==> src/rtl/bus_pkg.sv <==
// Shared types and widths for the core's external memory bus.
package bus_pkg;

    typedef enum logic [1:0] {
        ARB_IDLE  = 2'd0,
        ARB_FETCH = 2'd1,
        ARB_DATA  = 2'd2
    } arb_state_t;

    localparam int BUS_ADDR_W = 32;
    localparam int BUS_DATA_W = 32;
    localparam int BUS_STRB_W = 4;

endpackage

==> src/rtl/bus_arbiter.sv <==
// Arbitrates the single external bus between instruction fetch and data access,
// one transaction at a time, with a bounded data-priority streak.
module bus_arbiter
    import bus_pkg::*;
#(
    parameter int MAX_DATA_BURST = 2
) (
    input  logic                  clk,
    input  logic                  reset,
    input  logic                  fetch_req,
    input  logic [BUS_ADDR_W-1:0] fetch_addr,
    input  logic                  fetch_flush,
    output logic [BUS_DATA_W-1:0] fetch_data,
    output logic                  fetch_ready,
    input  logic                  mem_req,
    input  logic [BUS_ADDR_W-1:0] mem_addr,
    input  logic                  mem_we,
    input  logic [BUS_DATA_W-1:0] mem_wdata,
    input  logic [BUS_STRB_W-1:0] mem_strb,
    output logic [BUS_DATA_W-1:0] mem_rdata,
    output logic                  mem_ready,
    output logic                  bus_valid,
    output logic [BUS_ADDR_W-1:0] bus_addr,
    output logic [BUS_DATA_W-1:0] bus_wdata,
    output logic                  bus_we,
    output logic [BUS_STRB_W-1:0] bus_strb,
    input  logic                  bus_ready,
    input  logic [BUS_DATA_W-1:0] bus_rdata
);

    localparam int STREAK_W = $clog2(MAX_DATA_BURST + 1);
    localparam logic [STREAK_W-1:0] STREAK_MAX = STREAK_W'(MAX_DATA_BURST);

    arb_state_t            state_reg, state_next;
    logic [STREAK_W-1:0]   streak_reg, streak_next;
    logic                  discard_reg, discard_next;
    logic [BUS_ADDR_W-1:0] bus_addr_reg, bus_addr_next;
    logic [BUS_DATA_W-1:0] bus_wdata_reg, bus_wdata_next;
    logic                  bus_we_reg, bus_we_next;
    logic [BUS_STRB_W-1:0] bus_strb_reg, bus_strb_next;
    logic [BUS_DATA_W-1:0] fetch_data_reg, fetch_data_next;
    logic                  fetch_ready_reg, fetch_ready_next;
    logic [BUS_DATA_W-1:0] mem_rdata_reg, mem_rdata_next;
    logic                  mem_ready_reg, mem_ready_next;

    logic fetch_cand;
    logic data_wins;

    assign fetch_cand = fetch_req && !fetch_flush;
    // Data normally wins; once the streak hits the limit a waiting fetch goes first.
    assign data_wins  = mem_req && !((streak_reg == STREAK_MAX) && fetch_cand);

    always_comb begin
        state_next       = state_reg;
        streak_next      = streak_reg;
        discard_next     = discard_reg;
        bus_addr_next    = bus_addr_reg;
        bus_wdata_next   = bus_wdata_reg;
        bus_we_next      = bus_we_reg;
        bus_strb_next    = bus_strb_reg;
        fetch_data_next  = fetch_data_reg;
        fetch_ready_next = 1'b0;
        mem_rdata_next   = mem_rdata_reg;
        mem_ready_next   = 1'b0;

        case (state_reg)
            ARB_IDLE: begin
                if (data_wins) begin
                    state_next     = ARB_DATA;
                    bus_addr_next  = mem_addr;
                    bus_wdata_next = mem_wdata;
                    bus_we_next    = mem_we;
                    bus_strb_next  = mem_strb;
                    if (streak_reg != STREAK_MAX) begin
                        streak_next = streak_reg + 1'b1;
                    end
                end else if (fetch_cand) begin
                    state_next     = ARB_FETCH;
                    bus_addr_next  = fetch_addr;
                    bus_wdata_next = '0;
                    bus_we_next    = 1'b0;
                    bus_strb_next  = '1;
                    streak_next    = '0;
                end
            end
            ARB_FETCH: begin
                if (bus_ready) begin
                    fetch_data_next  = bus_rdata;
                    fetch_ready_next = !discard_reg && !fetch_flush;
                    discard_next     = 1'b0;
                    state_next       = ARB_IDLE;
                end else if (fetch_flush) begin
                    discard_next = 1'b1;
                end
            end
            ARB_DATA: begin
                if (bus_ready) begin
                    mem_rdata_next = bus_rdata;
                    mem_ready_next = 1'b1;
                    state_next     = ARB_IDLE;
                end
            end
            default: begin
                state_next = ARB_IDLE;
            end
        endcase
    end

    always_ff @(posedge clk) begin
        if (reset) begin
            state_reg       <= ARB_IDLE;
            streak_reg      <= '0;
            discard_reg     <= 1'b0;
            bus_addr_reg    <= '0;
            bus_wdata_reg   <= '0;
            bus_we_reg      <= 1'b0;
            bus_strb_reg    <= '0;
            fetch_data_reg  <= '0;
            fetch_ready_reg <= 1'b0;
            mem_rdata_reg   <= '0;
            mem_ready_reg   <= 1'b0;
        end else begin
            state_reg       <= state_next;
            streak_reg      <= streak_next;
            discard_reg     <= discard_next;
            bus_addr_reg    <= bus_addr_next;
            bus_wdata_reg   <= bus_wdata_next;
            bus_we_reg      <= bus_we_next;
            bus_strb_reg    <= bus_strb_next;
            fetch_data_reg  <= fetch_data_next;
            fetch_ready_reg <= fetch_ready_next;
            mem_rdata_reg   <= mem_rdata_next;
            mem_ready_reg   <= mem_ready_next;
        end
    end

    assign bus_valid   = (state_reg != ARB_IDLE);
    assign bus_addr    = bus_addr_reg;
    assign bus_wdata   = bus_wdata_reg;
    assign bus_we      = bus_we_reg;
    assign bus_strb    = bus_strb_reg;
    assign fetch_data  = fetch_data_reg;
    assign fetch_ready = fetch_ready_reg;
    assign mem_rdata   = mem_rdata_reg;
    assign mem_ready   = mem_ready_reg;

endmodule

==> config.mk <==
export PLATFORM = sky130hd
export DESIGN_NAME = bus_arbiter
export DESIGN_NICKNAME = d
export VERILOG_FILES = /design/src/rtl/bus_pkg.sv /design/src/rtl/bus_arbiter.sv
export SDC_FILE = /design/constraint.sdc
export NUM_CORES = 1
export LEC_CHECK = 0
export ABC_AREA = 1
export ABC_CLOCK_PERIOD_IN_PS = 1800
export CAP_MARGIN = 5
export CORE_MARGIN = 3
export CORE_UTILIZATION = 40
export DETAILED_ROUTE_END_ITERATION = 10
export GPL_TIMING_DRIVEN = 0
export PLACE_DENSITY = 0.8
export SLEW_MARGIN = 20
export SYNTH_ARGS = -nofsm -noshare
export SYNTH_HDL_FRONTEND = slang
export SYNTH_SLANG_ARGS = --single-unit
export TNS_END_PERCENT = 1
==> constraint.sdc <==
create_clock -name clk -period 1.8 [get_ports clk]
set_clock_uncertainty 0.2 [all_clocks]
set_input_delay 0.36 -clock clk [delete_from_list [all_inputs] [get_ports clk]]
set_output_delay 0.36 -clock clk [all_outputs]
set_load 0.01 [all_outputs]
# --- Word-level counts from Yosys, hierarchy flattened ---
# Cells that the tools add are included.
totals:
  regBits: 140
  out_inout_bits: 136
  in_bits: 139
op_classes:
  bitwise: 3
  reduce_logical: 20
  addsub: 1
  muxes: 18
  eq_ne: 7
ops:
  columns: ["op", "count"]
  rows:
  - ["$mux 32", 4]
  - ["$mux 2", 6]
  - ["$reduce_and 2->1", 5]
  - ["$mux 4", 2]
  - ["$reduce_bool 2->1", 3]
  - ["$mux 1", 5]
  - ["$eq 2x2->1 const B", 2]
  - ["$logic_and 1x1->1", 4]
  - ["$ne 2x1->1 const B", 2]
  - ["$pmux 2 s2", 1]
  - ["$reduce_or 2->1", 2]
  - ["$logic_not 1->1", 3]
  - ["$ne 3x3->1 const B", 1]
  - ["$not 1->1", 3]
  - ["$reduce_and 3->1", 1]
  - ["$reduce_or 3->1", 1]
  - ["$add 2x1->2 const B", 1]
  - ["$eq 2x1->1 const B", 1]
  - ["$logic_not 2->1", 1]
  - ["$ne 2x2->1 const B", 1]

# --- Logic depth before layout (Yosys ltp) ---
depth:
  depth_word: 7
  ltp_mapped: 9
  mapped_depth_nobuf: 8

# --- Least setup slack after synthesis ---
# Ideal clock, no wire load.
synth_timing:
  path_kind: "register -> register"
  start: "register state_reg[0]"
  end: "register bus_addr_reg[0] (netlist: bus_addr[0])"
  setup_time_ns: 0.109
  path_stages_with_launch: 9
  arrival_ns: 1.310
  slack_ns: 0.181
  cell_sequence: "dfxtp_1 > inv_1 > ha_1 > inv_2 > a21oi_4 > buf_6 > nand3_1 > nand2_1 > inv_1"
synth_via:
  elab_chain_cells: 2
synth_rtl:
  columns: ["item", "line", "text"]
  rows:
  - ["from (decl)", "bus_arbiter.sv:34", "arb_state_t state_reg, state_next;"]
  - ["from (signal assigned)", "bus_arbiter.sv:123", "state_reg <= state_next;"]
  - ["$logic_not 2->1", "bus_arbiter.sv:66", "case (state_reg)"]
  - ["$reduce_and 2->1 (no line)", null, null]
  - ["to (signal assigned)", "bus_arbiter.sv:126", "bus_addr_reg <= bus_addr_next;"]
  - ["to (decl)", "bus_arbiter.sv:37", "logic [BUS_ADDR_W-1:0] bus_addr_reg, bus_addr_next;"]
# Every way passes these cells.
# A chain may end at the register's enable or synchronous reset.

# --- Final worst setup path ---
layout_timing:
  start: "register state_reg[0]"
  end: "output port bus_valid"
layout_via:
  elab_chain_cells: 1
layout_rtl:
  columns: ["item", "line", "text"]
  rows:
  - ["$reduce_bool 2->1", "bus_arbiter.sv:137", "assign bus_valid = (state_reg != ARB_IDLE);"]
  - ["to (decl)", "bus_arbiter.sv:22", "output logic bus_valid,"]
# Every way passes these cells.

==> results.sh <==
export IMPL_status="completed"
export IMPL_finalSetupViolations=0
export IMPL_path_clk_slew_ps=60
export IMPL_cts_buffers_inserted=17
export IMPL_finish_utilization=0.672
export IMPL_ant_nets=0
export IMPL_slew_headroom=0.606
export IMPL_critPathKind="reg -> out"
export IMPL_final_instance_count_excl_fill=1245
export IMPL_io_pin_count=275
export IMPL_dp_hpwl_mm=13.2
export IMPL_ys_flop_type="dfxtp_1"
export IMPL_synthXorXnorAreaFrac=0
export IMPL_fin_setup_tns_ps=0
export IMPL_busiest_layer="met2"
export IMPL_synthSimpleGateAreaFrac=0.307
export IMPL_io_buffers=272
export IMPL_die_h_microns=124
export IMPL_firstDrtPassIters=4
export IMPL_r2r_cells=8
export IMPL_startpoint_type="flip-flop"
export IMPL_die_w_microns=124
export IMPL_num_vias=5867
export IMPL_postSynthAreaPerCell_sq_um=7.23
export IMPL_synthCells=765
export IMPL_layout_nets=1199
export IMPL_wl_mm=17.6
export IMPL_p_sw_w=0.00238
export IMPL_core_area_sq_um=13400
export IMPL_fill_cells=1228
export IMPL_grt_max_degree=17
export IMPL_gp_congestion=0.804
export IMPL_yosys_warnings=0
export IMPL_post_route_min_period_ps=1780
export IMPL_antenna_found_initial=0
export IMPL_syn_area_sq_um=5530
export IMPL_cts_max_level=4
export IMPL_cts_root_buf="clkbuf_16"
export IMPL_synth_most_common_cell="nor2_1"
export IMPL_fmax_mhz=560
export IMPL_fin_crit_sh=0.991
export IMPL_endpoint_kind="output port"
export IMPL_holdPathEnd="fetch_ready$_SDFF_PP0_"
export IMPL_critPathMaxFanout=6
export IMPL_worstReg2RegEnd="bus_addr[7]$_SDFFE_PP0P_"
export IMPL_internal_power_w=0.00642
export IMPL_timing_final_max_slew_violations=0
export IMPL_clockBufferDepth=2
export IMPL_pwr_share_seq=0.395
export IMPL_worst_path_max_delay_cell="dfxtp_2"
export IMPL_first_global_vias=5328
export IMPL_netlist_area_leader_share=0.506
export IMPL_max_stage_delay_ps=350
export IMPL_global_route_usage_met2=0.385
export IMPL_synth_compound_area_frac=0.102
export IMPL_synth_fa_ha_area_frac=0.00904
export IMPL_ir_drop_mv=0.723
export IMPL_drive_gt1_frac=0.0842
export IMPL_area_growth_pct=62.6
export IMPL_grt_pass1_wl_mm=26.5
export IMPL_cts_tree="done"
export IMPL_synth_seq_cells=140
export IMPL_hp_class="reg -> reg"
export IMPL_grt_usage=0.223
export IMPL_drt_iter0_markers=301
export IMPL_r2r_start="streak_reg[0]$_SDFFE_PP0P_"
export IMPL_dpl_cell_count=1213
export IMPL_initial_utilization=0.413
export IMPL_tightest_slew_ps=591
export IMPL_p_leak_nw=4.35
export IMPL_synth_top_family_by_area="simple AND/OR/NAND/NOR gates"
export IMPL_clk_latency_ps=400
export IMPL_rsz0062_at_grt="yes"
export IMPL_use_met1=0.260
export IMPL_p_per_area_nw_per_um2=978
export IMPL_synth_area_leaders="dfxtp_1 (51%), nor2_1 (13%), nand2_1 (9.4%), o21ai_0 (6.4%), nand3_1 (6.1%)"
export IMPL_worstHoldStart="discard_reg$_SDFFE_PP0P_"
export IMPL_antenna_cells=0
export IMPL_cp_arrival_ps=1220
export IMPL_p_comb_frac=0.200
export IMPL_met3_usage=0.0713
export IMPL_worst_ep_required_time_ps=1240
export IMPL_yosys_top_cells_count="nor2_1 (193), dfxtp_1 (140), nand2_1 (138)"
export IMPL_synth_top_area_cell="dfxtp_1"
export IMPL_grt_overflow_total=0
export IMPL_yosysSeqAreaShare=0.506
export IMPL_die_area_sq_um=15300
export IMPL_synth_mux_area_frac=0
export IMPL_hold_viol_final=0
export IMPL_cts_sinks=140
export IMPL_viasPerCell=4.71
export IMPL_wl_per_cell_microns=14.2
export IMPL_crit_chain="inv_2 -> ha_4 -> inv_4 -> buf_2"
export IMPL_finalPower_w=0.00880
export IMPL_hold_path_depth=1
export IMPL_num_rows=42
export IMPL_drc=0
export IMPL_pre_cts_slack_ps=-344
export IMPL_max_cap_violations=0
export IMPL_setup_slack_ps=15.5
export IMPL_swShare=0.270
export IMPL_async_flop_share=0
export IMPL_synth_edf_count=0
export IMPL_synth_distinct_cells=20
export IMPL_syn_nets=908
export IMPL_reg2reg_slack_ps=100
export IMPL_clkPwrFrac=0.404
-- per-stage QoR --
| step | instance area, sq um | hold slack, ps |
|---|---|---|
| 4_1_cts | 8930 | 196 |
| 2_1_floorplan | 5530 | 199 |
| 3_5_place_dp | 8480 | 211 |
| 5_1_grt | 9000 | 255 |
| 3_3_place_gp | 8480 | 214 |
| 6_report | 9000 | 228 |
-- routing by layer --
metal,part of all wire,up-vias
li1,-,3012
met1,0.40,2637
met2,0.50,196
met3,0.082,22
met4,0.018,0
met5,0,-
-- cells in the final DEF, fill, tap and decap left out, types with 2 or more instances in the layout --
cell type / count
clkdlybuf4s50_1: 136
dfxtp_2: 3
inv_1: 38
buf_2: 9
nand2_1: 136
bufinv_16: 2
inv_6: 4
nor2_2: 8
nor3_1: 5
clkbuf_8: 4
clkbuf_2: 9
inv_2: 4
clkbuf_4: 4
a21oi_1: 37
dlygate4sd2_1: 135
clkbuf_1: 18
dfxtp_1: 137
buf_1: 2
nor2_1: 193
clkbuf_16: 17
buf_6: 10
o21ai_0: 71
nand2_2: 4
nand3_1: 67
clkinvlp_4: 3
ha_1: 3
-- repair_timing --
action	in CTS	in global routing
pin swaps	0	3
hold buffers	0	0
endpoints found under the setup margin	196	128
setup buffers	0	0
resized for setup	146	38
-- worst max-delay path, delay by kind of cell, from the launching register on --
kind / cells / cell delay (ps)
adders and majority gates: 1 / 190
buffers and inverters: 3 / 290
DFF: 1 / 350
-- power groups by stage --
stage | Sequential [W] | Combinational, W | Clock, W
final | 0.00348 | 0.00176 | 0.00356
after CTS | 0.00348 | 0.00175 | 0.00363
after global routing | 0.00351 | 0.00196 | 0.00375
after detailed placement | 0.00355 | 0.00190 | 0
after floorplan | 0.00366 | 0.000766 | 0
after global placement | 0.00354 | 0.00188 | 0
-- cells by family after synthesis --
kind of cell             after synthesis
adder cells (fa/ha/maj)                4
flip-flops                           140
AO/OA/AOI/OAI                        110
AND/OR/NAND/NOR                      417
buffers and inverters                 94
-- cell type report --
cell class | instances | area [sq um] | area share
Buffer | 51 | 303 | 0.0336
Clock buffer | 21 | 480 | 0.0534
Clock inverter | 11 | 131 | 0.0146
Inverter | 43 | 164 | 0.0182
Multi-Input combinational cell | 531 | 2340 | 0.261
Sequential cell | 140 | 2810 | 0.312
Tap cell | 176 | 220 | 0.0245
Timing Repair Buffer | 272 | 2550 | 0.283
-- worst max-delay path by stage --
| stage | start | end | slack [ps] | cells past startpoint |
|---|---|---|---|---|
| finish | state_reg[0]$_SDFFE_PP0P_ | bus_valid | 20 | 4 |
| global route | state_reg[0]$_SDFFE_PP0P_ | bus_valid | -50 | 4 |
| CTS | state_reg[0]$_SDFFE_PP0P_ | bus_valid | -110 | 4 |
| detailed placement | bus_ready | fetch_data[26]$_SDFFE_PP0P_ | -340 | 6 |
| global placement | fetch_flush | bus_addr[31]$_SDFFE_PP0P_ | -340 | 8 |
| floorplan | state_reg[0]$_SDFFE_PP0P_ | bus_addr[0]$_SDFFE_PP0P_ | 180 | 8 |
Power figures use the tool's default switching activity.
